$ cat src/rtl/quad_enc_pkg.sv
// Shared types and transition decoder for the quadrature encoder counter.
// State encoding is {A, B}; the forward sequence is 00 -> 10 -> 11 -> 01.
package quad_enc_pkg;

  typedef enum logic [1:0] {
    QM_X1 = 2'd0,
    QM_X2 = 2'd1,
    QM_X4 = 2'd2
  } qenc_mode_e;

  typedef logic [1:0] qenc_state_t;

  localparam qenc_state_t ST_00 = 2'b00;
  localparam qenc_state_t ST_10 = 2'b10;
  localparam qenc_state_t ST_11 = 2'b11;
  localparam qenc_state_t ST_01 = 2'b01;

  typedef struct packed {
    logic count_en;
    logic up;
    logic illegal;
  } qenc_dec_t;

  function automatic qenc_dec_t qenc_decode(
    input qenc_state_t prev,
    input qenc_state_t curr,
    input logic [1:0]  mode
  );
    qenc_dec_t r;
    logic a_chg;
    logic b_chg;
    logic legal;
    logic x1_hit;
    a_chg     = prev[1] ^ curr[1];
    b_chg     = prev[0] ^ curr[0];
    legal     = a_chg ^ b_chg;
    r.illegal = a_chg & b_chg;
    r.up      = a_chg ? (curr[1] ^ curr[0])
                      : ~(curr[1] ^ curr[0]);
    x1_hit    = (prev == ST_00 && curr == ST_10) ||
                (prev == ST_10 && curr == ST_00);
    if (mode == QM_X1)
      r.count_en = legal & x1_hit;
    else if (mode == QM_X2)
      r.count_en = legal & a_chg;
    else
      r.count_en = legal;
    return r;
  endfunction

endpackage

$ cat src/rtl/quad_enc_filt.sv
// Per-channel input synchroniser plus persistence filter.
// valid rises once the filtered output reflects a settled input.
module quad_enc_filt #(
  parameter int SYNC_STAGES = 2,
  parameter int FILT_LEN    = 3
) (
  input  logic clk,
  input  logic rst,
  input  logic din,
  output logic dout,
  output logic valid
);

  localparam int FW = (FILT_LEN > 1) ? $clog2(FILT_LEN) : 1;
  localparam int VL = SYNC_STAGES + FILT_LEN;
  localparam int VW = $clog2(VL + 1);
  localparam logic [FW-1:0] F_LAST = FW'(FILT_LEN - 1);
  localparam logic [VW-1:0] V_LAST = VW'(VL);

  logic [SYNC_STAGES-1:0] sync_q, sync_d;
  logic [FW-1:0]          fcnt_q, fcnt_d;
  logic [VW-1:0]          vcnt_q, vcnt_d;
  logic                   filt_q, filt_d;
  logic                   s;

  always_comb begin
    sync_d = {sync_q[SYNC_STAGES-2:0], din};
    s      = sync_q[SYNC_STAGES-1];
    filt_d = filt_q;
    fcnt_d = '0;
    // a change is accepted only after FILT_LEN mismatching samples
    if (s != filt_q) begin
      if (fcnt_q == F_LAST)
        filt_d = s;
      else
        fcnt_d = fcnt_q + 1'b1;
    end
    vcnt_d = (vcnt_q == V_LAST) ? vcnt_q
                                : vcnt_q + 1'b1;
  end

  always_ff @(posedge clk) begin
    if (rst) begin
      sync_q <= '0;
      fcnt_q <= '0;
      vcnt_q <= '0;
      filt_q <= 1'b0;
    end else begin
      sync_q <= sync_d;
      fcnt_q <= fcnt_d;
      vcnt_q <= vcnt_d;
      filt_q <= filt_d;
    end
  end

  assign dout  = filt_q;
  assign valid = (vcnt_q == V_LAST);

endmodule

$ cat src/rtl/quad_enc_ctr.sv
// Quadrature decoder and position counter with x1/x2/x4 modes.
// Optional index capture/clear on z is enabled by QENC_INDEX_EN.
module quad_enc_ctr
  import quad_enc_pkg::*;
#(
  parameter int CNT_W       = 16,
  parameter int SYNC_STAGES = 2,
  parameter int FILT_LEN    = 3
) (
  input  logic             clk,
  input  logic             rst,
  input  logic             a,
  input  logic             b,
`ifdef QENC_INDEX_EN
  input  logic             z,
  output logic [CNT_W-1:0] idx_pos,
`endif
  input  logic [1:0]       mode,
  input  logic             clr,
  input  logic             err_clr,
  output logic [CNT_W-1:0] cnt,
  output logic             dir,
  output logic             step,
  output logic             err
);

  logic a_f, b_f, a_v, b_v, vld;
  qenc_state_t curr;
  qenc_dec_t   dec;
  logic        evt;

  qenc_state_t      prev_q, prev_d;
  logic             primed_q, primed_d;
  logic [CNT_W-1:0] cnt_q, cnt_d;
  logic             dir_q, dir_d;
  logic             step_q, step_d;
  logic             err_q, err_d;

  quad_enc_filt #(
    .SYNC_STAGES(SYNC_STAGES),
    .FILT_LEN   (FILT_LEN)
  ) u_filt_a (
    .clk  (clk),
    .rst  (rst),
    .din  (a),
    .dout (a_f),
    .valid(a_v)
  );

  quad_enc_filt #(
    .SYNC_STAGES(SYNC_STAGES),
    .FILT_LEN   (FILT_LEN)
  ) u_filt_b (
    .clk  (clk),
    .rst  (rst),
    .din  (b),
    .dout (b_f),
    .valid(b_v)
  );

`ifdef QENC_INDEX_EN
  logic             z_f, z_v;
  logic             z_prev_q, z_prev_d;
  logic [CNT_W-1:0] idx_q, idx_d;

  quad_enc_filt #(
    .SYNC_STAGES(SYNC_STAGES),
    .FILT_LEN   (FILT_LEN)
  ) u_filt_z (
    .clk  (clk),
    .rst  (rst),
    .din  (z),
    .dout (z_f),
    .valid(z_v)
  );

  assign vld = a_v & b_v & z_v;
`else
  assign vld = a_v & b_v;
`endif

  assign curr = {a_f, b_f};

  always_comb begin
    dec      = qenc_decode(prev_q, curr, mode);
    evt      = primed_q && (curr != prev_q);
    prev_d   = prev_q;
    primed_d = primed_q;
    cnt_d    = cnt_q;
    dir_d    = dir_q;
    step_d   = 1'b0;
    err_d    = err_q;
    // first settled state becomes the reference without counting
    if (!primed_q) begin
      if (vld) begin
        prev_d   = curr;
        primed_d = 1'b1;
      end
    end else begin
      prev_d = curr;
    end
    if (evt && dec.count_en) begin
      cnt_d  = dec.up ? cnt_q + 1'b1 : cnt_q - 1'b1;
      dir_d  = dec.up;
      step_d = 1'b1;
    end
`ifdef QENC_INDEX_EN
    z_prev_d = z_f;
    idx_d    = idx_q;
    if (primed_q && z_f && !z_prev_q &&
        curr == ST_11) begin
      idx_d = cnt_d;
      cnt_d = '0;
    end
`endif
    if (clr) begin
      cnt_d  = '0;
      step_d = 1'b0;
    end
    if (err_clr)
      err_d = 1'b0;
    if (evt && dec.illegal)
      err_d = 1'b1;
  end

  always_ff @(posedge clk) begin
    if (rst) begin
      prev_q   <= ST_00;
      primed_q <= 1'b0;
      cnt_q    <= '0;
      dir_q    <= 1'b0;
      step_q   <= 1'b0;
      err_q    <= 1'b0;
`ifdef QENC_INDEX_EN
      z_prev_q <= 1'b0;
      idx_q    <= '0;
`endif
    end else begin
      prev_q   <= prev_d;
      primed_q <= primed_d;
      cnt_q    <= cnt_d;
      dir_q    <= dir_d;
      step_q   <= step_d;
      err_q    <= err_d;
`ifdef QENC_INDEX_EN
      z_prev_q <= z_prev_d;
      idx_q    <= idx_d;
`endif
    end
  end

  assign cnt  = cnt_q;
  assign dir  = dir_q;
  assign step = step_q;
  assign err  = err_q;
`ifdef QENC_INDEX_EN
  assign idx_pos = idx_q;
`endif

endmodule

$ cat config.mk
export PLATFORM = sky130hd
export DESIGN_NAME = quad_enc_ctr
export DESIGN_NICKNAME = d
export VERILOG_FILES = /design/src/rtl/quad_enc_pkg.sv /design/src/rtl/quad_enc_filt.sv /design/src/rtl/quad_enc_ctr.sv
export SDC_FILE = /design/constraint.sdc
export NUM_CORES = 1
export LEC_CHECK = 0
export CORE_MARGIN = 4
export CORE_UTILIZATION = 35
export DETAILED_ROUTE_END_ITERATION = 8
export DONT_BUFFER_PORTS = 1
export GPL_ROUTABILITY_DRIVEN = 0
export PLACE_DENSITY = 0.55
export SLEW_MARGIN = 30
export SYNTH_ARGS = -nofsm -noshare
export SYNTH_HDL_FRONTEND = slang
export SYNTH_SLANG_ARGS = --single-unit
$ cat constraint.sdc
create_clock -name clk -period 3.9 [get_ports clk]
set_clock_uncertainty 0.2 [all_clocks]
set_input_delay 0.78 -clock clk [delete_from_list [all_inputs] [get_ports clk]]
set_output_delay 0.78 -clock clk [all_outputs]
set_load 0.1 [all_outputs]
Word level (Yosys, flattened, before mapping)
Index checks and enable logic that the tools add are counted.
{ "totals": {"ff_bits": 38, "inputBits": 8, "word_cells": 68, "out_inout_bits": 19} }
{ "op_classes": {"n_eq_ne": 10, "addsub": 6, "bitwise_logic": 11, "n_reduce_logical": 16, "muxes": 11} }
{ "op_table": {"columns": ["operator", "count"], "rows": [
  ["16-bit by 1-bit adder with 16-bit output (second input constant)", 1],
  ["16-bit 2-to-1 mux", 1],
  ["16-bit by 1-bit subtractor with 16-bit output (second input constant)", 1],
  ["2-bit equality test (second input constant)", 4],
  ["1-bit 2-to-1 mux", 8],
  ["3-bit by 1-bit adder with 3-bit output (second input constant)", 2],
  ["3-bit equality test (second input constant)", 2],
  ["2-bit zero test", 3],
  ["3-bit OR reduction", 2],
  ["1-bit logical AND", 5],
  ["2-bit by 1-bit adder with 2-bit output (second input constant)", 2],
  ["1-bit bitwise AND", 4],
  ["2-bit 2-to-1 mux", 2],
  ["2-bit AND reduction", 2],
  ["2-bit nonzero test", 2],
  ["1-bit bitwise XOR", 4],
  ["1-bit NOT", 3],
  ["2-bit by 1-bit equality test with 1-bit output (second input constant)", 1],
  ["1-bit != test", 2],
  ["2-bit != test", 1],
  ["2-bit OR reduction", 1],
  ["1-bit logical OR", 1]
]} }

Longest topological paths before layout
Gate-level depths: netlist of the first run.
{ "depth": {"word_depth": 7, "depth_mapped": 12, "ltp_nobuf": 10} }

By module
From an unflattened synthesis of the first run, not the netlist that was laid out.
{ "unflattened": {"cells_unflattened": 242, "hier_area_um2": 2110.8} }
{ "modules_own_cells": {"columns": ["module", "seq_area_each_um2", "cells_per_inst", "area_each_um2", "instances"], "rows": [
  ["quad_enc_ctr", 440.4, 184, 1485.2, 1],
  ["quad_enc_filt", 160.2, 29, 312.8, 2]
]} }

Worst setup path after synthesis of the first run
OpenSTA, ideal clock, no wires.
{ "synth_timing": {"kind": "register -> register", "startpoint": "register cnt_q[1] (netlist: cnt[1])", "endpoint": "register cnt_q[8] (netlist: cnt[8])", "synth_period_minus_slack_ns": 2.972, "t_required_ns": 3.629, "setup_time_ns": 0.071, "path_stages_with_launch": 9, "n_path_buf": 1, "slack_ns": 0.928, "t_arrival_ns": 2.702, "cell_sequence": "dfxtp_1 > clkbuf_4 > xnor2_1 > ha_1 > or3_1 > nor4_4 > a21oi_1 > or3_1 > a21oi_1"} }
{ "synth_via": {"elab_chain_cells": 2, "elab_cells_between_ends": 3, "cone_classes": "add/sub (2); mux (1)"} }
{ "synth_rtl": {"columns": ["element", "line", "rtl"], "rows": [
  ["start, declared", "quad_enc_ctr.sv:34", "logic [CNT_W-1:0] cnt_q, cnt_d;"],
  ["start signal, assigned", "quad_enc_ctr.sv:141", "cnt_q <= cnt_d;"],
  ["16-bit by 1-bit subtractor with 16-bit output or 16-bit by 1-bit adder with 16-bit output (tied branches)", "quad_enc_ctr.sv:103", "cnt_d = dec.up ? cnt_q + 1'b1 : cnt_q - 1'b1;"],
  ["16-bit 2-to-1 mux (*)", "quad_enc_ctr.sv:103", null]
]} }
Mark *: on every way between the ends. The rest lies on a longest branch, timed or not.
A chain may end at the register's enable or synchronous reset.

Worst setup path in the final report of the first run
{ "layout_timing": {"startpoint": "register u_filt_a.filt_q (netlist: u_filt_a.dout)", "endpoint": "register cnt_q[10] (netlist: cnt[10])"} }
{ "layout_via": {"elab_chain_cells": 6, "elab_cells_between_ends": 18, "cone_classes": "eq/ne (2); mux (4); bitwise (6); reduce/logical (6)"} }
{ "layout_rtl": {"columns": ["element", "line", "rtl"], "rows": [
  ["start, declared", "quad_enc_filt.sv:23", "logic filt_q, filt_d;"],
  ["start signal, assigned", "quad_enc_filt.sv:52", "filt_q <= filt_d;"],
  ["1-bit bitwise XOR (tied with other cells)", "quad_enc_pkg.sv:34", "a_chg = prev[1] ^ curr[1];"],
  ["1-bit bitwise XOR (tied with other cells)", "quad_enc_pkg.sv:36", "legal = a_chg ^ b_chg;"],
  ["1-bit bitwise AND or 1-bit logical OR (tied branches)", "quad_enc_pkg.sv:45, quad_enc_pkg.sv:40", null],
  ["1-bit 2-to-1 mux or 1-bit bitwise AND (tied branches)", "quad_enc_pkg.sv:44, quad_enc_pkg.sv:43", null],
  ["1-bit 2-to-1 mux", "quad_enc_pkg.sv:42", "if (mode == QM_X1)"],
  ["1-bit logical AND", "quad_enc_ctr.sv:102", "if (evt && dec.count_en) begin"]
]} }
Parallel ways exist; a longest one is shown, timed or not.

==> summary.md, run 1 <==
| Metric | Value |
|---|---|
| Status | completed |
| Root buf cell | clkbuf_8 |
| Final core utilization | 38.4% |
| Routed wire per std cell | 14.0 um |
| Worst-margin pin slew | 996 ps |
| Multi-input gate area | 0.00125 mm^2 |
| Total CTS buffers | 5 |
| Worst reg2reg setup slack | 670 ps |
| VDD IR max | 0.159 mV |
| Via count | 1686 |
| Max_cap viols | 0 |
| Post-route design area | 0.00231 mm^2 |
| Endpoints failing setup | 0 |
| Pin count of the biggest net entering global routing | 29 |
| Final setup TNS | 0 ps |
| Register area | 767 um^2 |
| Final Critical Period | 3230 ps |
| Post-Place Cell Area | 0.00222 mm^2 |
| CTS Hold Bufs | 0 |
| Gr usage total | 12.8% |
| Post-detail-place hpwl | 3.22 mm |
| Leak Pwr | 0.816 nW |
| Critical path type | reg2reg |
| CTS max path bufs | 2 |
| Yosys reg bits | 38 |
| Row count | 28 |
| Fmax | 309 MHz |
| Tcrit/Tclk final | 82.9% |
| Fraction of registers with async set/reset | 0% |
| Vias per cell | 5.25 |
| Die height | 87.3 um |
| Port Buffer Count | 0 |
| Worst setup path start | u_filt_a.dout |
| Pwr dens | 309 mW/mm^2 |
| Antenna viol nets, final | 0 |
| DRC viols | 0 |
| Nets | 265 |
| Hold Path Class | reg2reg |
| Post-synthesis sequential area ratio | 34.5% |
| CTS tree | done |
| Synth Warn # | 0 |
| Critical Path AT | 3250 ps |
| Mapped Nets | 265 |
| Drt first pass iters | 4 |
| RSZ-0062 raised after global routing | no |
| Synth unique cells | 50 |
| Diode count | 0 |
| Vias in the first global route | 1554 |
| R2r startpoint | u_filt_a.dout |
| Clock Pin Slew Worst Setup and Hold Paths | 70 ps |
| Routed WL | 4.51 mm |
| Post-CTS Setup Repair Bufs | 0 |
| WP data required | 3920 ps |
| Die W | 87.3 um |
| Initial Utilization | 36.5% |
| CTS H-tree lvls | 2 |
| Slew HR | 33.5% |
| Core area | 0.00603 mm^2 |
| Final hold viol count | 0 |
| CTS sink cnt | 38 |
| Fillers | 616 |
| Number of flops mapped to enable cells by yosys | 0 |
| Worst Path Max Fanout | 12 |
| Fin. max-slew vios | 0 |
| Crit. End Element | flop |
| Share of cells above drive strength 1 | 17.5% |
| Avg Cell Area, Syn | 8.99 um^2 |
| Synth Cell Area | 0.00220 mm^2 |
| HP Start | u_filt_b.fcnt_q[0] |
| Initial antenna violation count | 0 |
| Die area | 0.00762 mm^2 |
| Number of DRC markers in iteration 0 | 102 |
| First-pass GRT wire length | 7.70 mm |
| Clk_lat worst skew | 290 ps |
| Worst setup SP type | flop |
| IO Count | 27 |
| Total grt overflow | 0 |
| Leading register cell type out of synthesis | dfxtp_1 |
| Syn Inst Count | 245 |
| Area growth syn-to-layout | 5.11% |
| Post-CTS resize count | 0 |
[routing by layer]
| metal | track usage, % | part of all wire, % | vias to the layer above |
|---|---|---|---|
| met3 | 4.16 | 7.0 | 9 |
| met4 | 5.86 | 2.2 | 0 |
| met1 | 16.2 | 46 | 762 |
| met5 | 0 | 0 | - |
| met2 | 19.7 | 45 | 41 |
| li1 | - | - | 874 |
[state kept, by name, indices dropped and copies added, names as in the netlist]
register         count
cnt                 16
u_filt_a.vcnt_q      3
u_filt_b.vcnt_q      3
prev_q               2
u_filt_a.fcnt_q      2
u_filt_a.sync_q      2
u_filt_b.fcnt_q      2
u_filt_b.sync_q      2
dir                  1
err                  1
primed_q             1
step                 1
u_filt_a.dout        1
u_filt_b.dout        1
[power by group]
group | switching, W | internal (W)
Clock | 0.000144 | 0.000142
Combinational | 0.0000129 | 0.0000123
Sequential | 0.00000697 | 0.000397
Total | 0.000164 | 0.000552
[layout by cell type, fill, tap and decap left out, drive strengths merged, types with 2 or more instances in the layout]
| cell | count |
|---|---|
| or3 | 17 |
| clkbuf | 6 |
| nor2 | 32 |
| nand2 | 12 |
| o21ai | 11 |
| or4 | 2 |
| nor2b | 4 |
| xor2 | 3 |
| xnor2 | 6 |
| buf | 10 |
| ha | 12 |
| a41oi | 3 |
| a32oi | 3 |
| a211oi | 3 |
| inv | 9 |
| nand4 | 4 |
| mux2i | 6 |
| or2 | 3 |
| dfxtp | 38 |
| nor4 | 10 |
| nor3b | 2 |
| nand3 | 5 |
| a21oi | 19 |
| nor3 | 9 |
[critical path, cell delays in order, from the launching register on]
cell and delay [ps]:
dfxtp_1 470, inv_1 100, ha_1 320, xnor3_2 400, xnor2_1 180, ha_1 290
or3_1 420, nor4_4 190, a21oi_1 130, or3_1 320, a21oi_1 140
[kinds of logic (layout without fill, tap and decap cells)]
family | after synthesis | after routing | synth area share [%]
buffers and inverters | 26 | 27 | 8.69
xor gates and xnor gates | 11 | 11 | 5.80
AOI/OAI and AO/OA | 45 | 45 | 12.7
muxes | 7 | 7 | 3.24
DFF | 38 | 38 | 34.5
and+or+nand+nor | 106 | 106 | 28.2
adders and majority gates | 12 | 12 | 6.82
[cell usage after synthesis, drive strengths merged, types with 2 or more instances]
| cell type | n | area share [%] |
|---|---|---|
| dfxtp | 38 | 35 |
| nor2 | 32 | 5.5 |
| a21oi | 19 | 4.3 |
| or3 | 17 | 4.9 |
| ha | 12 | 6.8 |
| nand2 | 12 | 2.0 |
| o21ai | 11 | 2.5 |
| nor4 | 10 | 5.3 |
| clkbuf | 9 | 3.2 |
| inv | 9 | 1.5 |
| nor3 | 9 | 2.0 |
| buf | 7 | 3.1 |
| mux2i | 6 | 2.7 |
| xnor2 | 6 | 2.4 |
| nand3 | 5 | 1.7 |
| nand4 | 4 | 1.1 |
| nor2b | 4 | 1.1 |
| a211oi | 3 | 1.0 |
| a32oi | 3 | 1.2 |
| a41oi | 3 | 1.2 |
| or2 | 3 | 0.85 |
| xor2 | 3 | 1.2 |
| nor3b | 2 | 0.68 |
| or4 | 2 | 0.85 |
[area by class of cell]
class                      count  area share (%)
multi-input combinational    181            54.0
sequential                    38            33.1
tap                           75            4.05
clock buffer                   6            3.57
timing repair buffer          10            3.24
inverter                       9            1.46
clock inverter                 2           0.541
[worst paths after layout]
| kind | to | cells past startpoint |
|---|---|---|
| max | cnt[10] | 10 |
| min reg2reg | u_filt_b.fcnt_q[0] | 1 |
| max reg2reg | cnt[10] | 10 |
| min | u_filt_b.fcnt_q[0] | 1 |
[through the flow]
stage / cells / setup WS [ps] / hold slack, ps / power (W)
6_report: 321 / 668 / 208 / 0.000716
5_1_grt: 321 / 484 / 227 / 0.000757
4_1_cts: 321 / 670 / 215 / 0.000731
3_5_place_dp: 313 / 683 / 204 / 0.000439
3_3_place_gp: 313 / 781 / 202 / 0.000439
2_1_floorplan: 245 / 928 / 191 / 0.000437
Note: power is estimated with default switching activity, not from simulation.
==> run 2: changes to the inputs <==
Settings changed: PLACE_DENSITY 0.55 to 0.57.
Clock period 3.9 ns to 2.75 ns, I/O delays scaled along.
==> run 2 against run 1 <==
Critical path type unchanged. Utilization grew 2.6 points. Power is 42% higher. Fmax up 21%. Sequential cell count did not move. Design area is 6.8% higher. Worst setup slack got worse by 600 ps. Critical endpoint unchanged. Die area did not move. Register-to-register slack got worse by 600 ps. Combinational power grew 44%. Count of clock-buffer cells in the layout stayed put. Via count is 4.4% higher. Wire length grew 0.51%.
==> summary.md, run 2 (synthesis results as in run 1) <==
| Metric | Value |
|---|---|
| Critical path type | reg2reg |
| Post-CTS Setup Repair Bufs | 0 (unchanged) |
| Gr usage total | 13.1% (+0.26 points) |
| Antenna viol nets, final | 0 (unchanged) |
| Via count | 1761 (+4.4%) |
| Fin. max-slew vios | 0 (unchanged) |
| Die W | 87.3 um (unchanged) |
| CTS sink cnt | 38 (unchanged) |
| Status | completed |
| Worst Slack Setup Final | 68.4 ps (-600 ps) |
| RSZ-0062 raised after global routing | yes |
| Net Sw Frac | 22.8% (-0.072 points) |
| Nets | 281 (+6.0%) |
| Final hold viol count | 0 (unchanged) |
| CTS tree | done |
| Critical Path AT | 2700 ps (-550 ps) |
| CTS max path bufs | 2 (unchanged) |
| Initial antenna violation count | 0 (unchanged) |
| Diode count | 0 (unchanged) |
| Drt first pass iters | 4 (unchanged) |
| Pin count of the biggest net entering global routing | 29 (unchanged) |
| Row count | 28 (unchanged) |
| Routed WL | 4.53 mm (+0.51%) |
| Net load switching power | 0.000231 W (+41%) |
| Area growth syn-to-layout | 12.3% |
| Total CTS buffers | 5 (unchanged) |
| VDD IR max | 0.253 mV (+60%) |
| Hold path depth | 1 (unchanged) |
| Leak Pwr | 0.899 nW (+10%) |
| Vias per cell | 5.23 (-0.51%) |
| Initial Utilization | 36.5% (unchanged) |
| Largest register FFs | 16 (unchanged) |
| Die height | 87.3 um (unchanged) |
| Share of cells above drive strength 1 | 24.0% (+6.6 points) |
| WP data required | 2770 ps (-1150 ps) |
| Vias in the first global route | 1680 (+8.1%) |
| Number of DRC markers in iteration 0 | 83 (-19%) |
| Die area | 0.00762 mm^2 (unchanged) |
| Pwr dens | 410 mW/mm^2 (+33%) |
| Worst Path Max Fanout | 4 (-8) |
| Endpoints failing setup | 0 (unchanged) |
| Core area | 0.00603 mm^2 (unchanged) |
| Crit. End Element | flop |
| Routed wire per std cell | 13.4 um (-4.3%) |
| Max_cap viols | 0 (unchanged) |
| Slew HR | 34.1% (+0.58 points) |
| Worst setup path start | u_filt_a.dout |
| Total grt overflow | 0 (unchanged) |
| Comb pwr share | 3.6% (about the same) |
| Clk_lat worst skew | 290 ps (about the same) |
| CTS H-tree lvls | 2 (unchanged) |
| Final Critical Period | 2680 ps (-550 ps) |
| IO Count | 27 (unchanged) |
| Dpl cells | 329 (+5.1%) |
| Most common cell after layout, fill and taps aside | dfxtp_1 |
| Root buf cell | clkbuf_8 |
| Clock power frac | 39.9% (about the same) |
| DRC viols | 0 (unchanged) |
| Worst-margin pin slew | 987 ps (-8.71 ps) |
| R2r startpoint | u_filt_a.dout |
| Post-detail-place hpwl | 3.36 mm (+4.3%) |
| Commonest cells after routing, fill and taps aside | dfxtp_1 (35), nor2_1 (32), buf_4 (26) |
| Tcrit/Tclk final | 97.5% (+15 points) |
| Hold Path Class | in2reg |
| Worst setup SP type | flop |
| HP Start | rst |
| Port Buffer Count | 0 (unchanged) |
| DP Worst Slack | 88.3 ps (-595 ps) |
| First-pass GRT wire length | 8.11 mm (+5.4%) |
| Sequential share of power | 56.5% (about the same) |
| Int Power | 0.000782 W (+42%) |
| Worst R2R Path Depth | 10 (unchanged) |
| Non-filler cells in the finished layout | 337 (+5.0%) |
| Final setup TNS | 0 ps (unchanged) |
| Clock Pin Slew Worst Setup and Hold Paths | 80 ps (about the same) |
| Fmax | 373 MHz (+21%) |
==> run 2: cell count changes in the layout (fill, tap and decap cells not counted), sizes merged <==
cell / delta
buf: +16
==> run 2: path summary, 6_finish.rpt <==
check | end | slack (ps)
worst max-delay path | cnt[10] | 70
worst min-delay path | err | 120
worst max register to register | cnt[10] | 70
worst min register to register | u_filt_a.fcnt_q[0] | 210
==> run 2: power by group through the flow <==
stage / clock network [W] / registers, W / logic (W)
floorplan: 0 / 0.000584 / 0.0000350
global placement: 0 / 0.000586 / 0.0000359
detailed placement: 0 / 0.000586 / 0.0000373
CTS: 0.000423 / 0.000573 / 0.0000376
global route: 0.000439 / 0.000574 / 0.0000447
finish: 0.000405 / 0.000572 / 0.0000364
==> run 2: metal layers <==
metal	part of all wire [%]	track usage, %	vias to the layer above
li1	-	-	902
met1	51	18.1	822
met2	44	19.9	32
met3	3.8	2.93	5
met4	1.1	4.46	0
met5	0	0	-
==> run 2: through the flow <==
step / power (W) / hold slack (ps) / util [%] / instance area, um^2
2_1_floorplan: 0.000619 / 191 / - / 2230
5_1_grt: 0.00106 / 98.6 / 41.0 / 2470
6_report: 0.00101 / 119 / 41.0 / 2470
3_3_place_gp: 0.000622 / 200 / 39.2 / 2360
3_5_place_dp: 0.000623 / 204 / 39.2 / 2360
4_1_cts: 0.00103 / 109 / 40.7 / 2450
==> run 2: critical path, cell delays in order (launching register included) <==
cell     delay, ps
dfxtp_4        380
inv_4           40
ha_4           250
xnor3_2        260
xnor2_1        150
ha_2           200
or3_4          370
nor4_4         170
a21oi_1        140
or3_1          320
a21oi_1        130
==> run 2: layout make-up <==
class	count	area (um^2)
Clock buffer	6	82.6
Clock inverter	2	12.5
Fill cell	614	3550
Inverter	9	36.3
Multi-Input combinational cell	181	1280
Sequential cell	38	767
Tap cell	75	93.8
Timing Repair Buffer	26	195
==> run 2: timing repair <==
action                                  4_1_cts  5_1_grt
gates resized for setup                       0        3
hold buffers                                  0        0
endpoints found under the setup margin        0        6
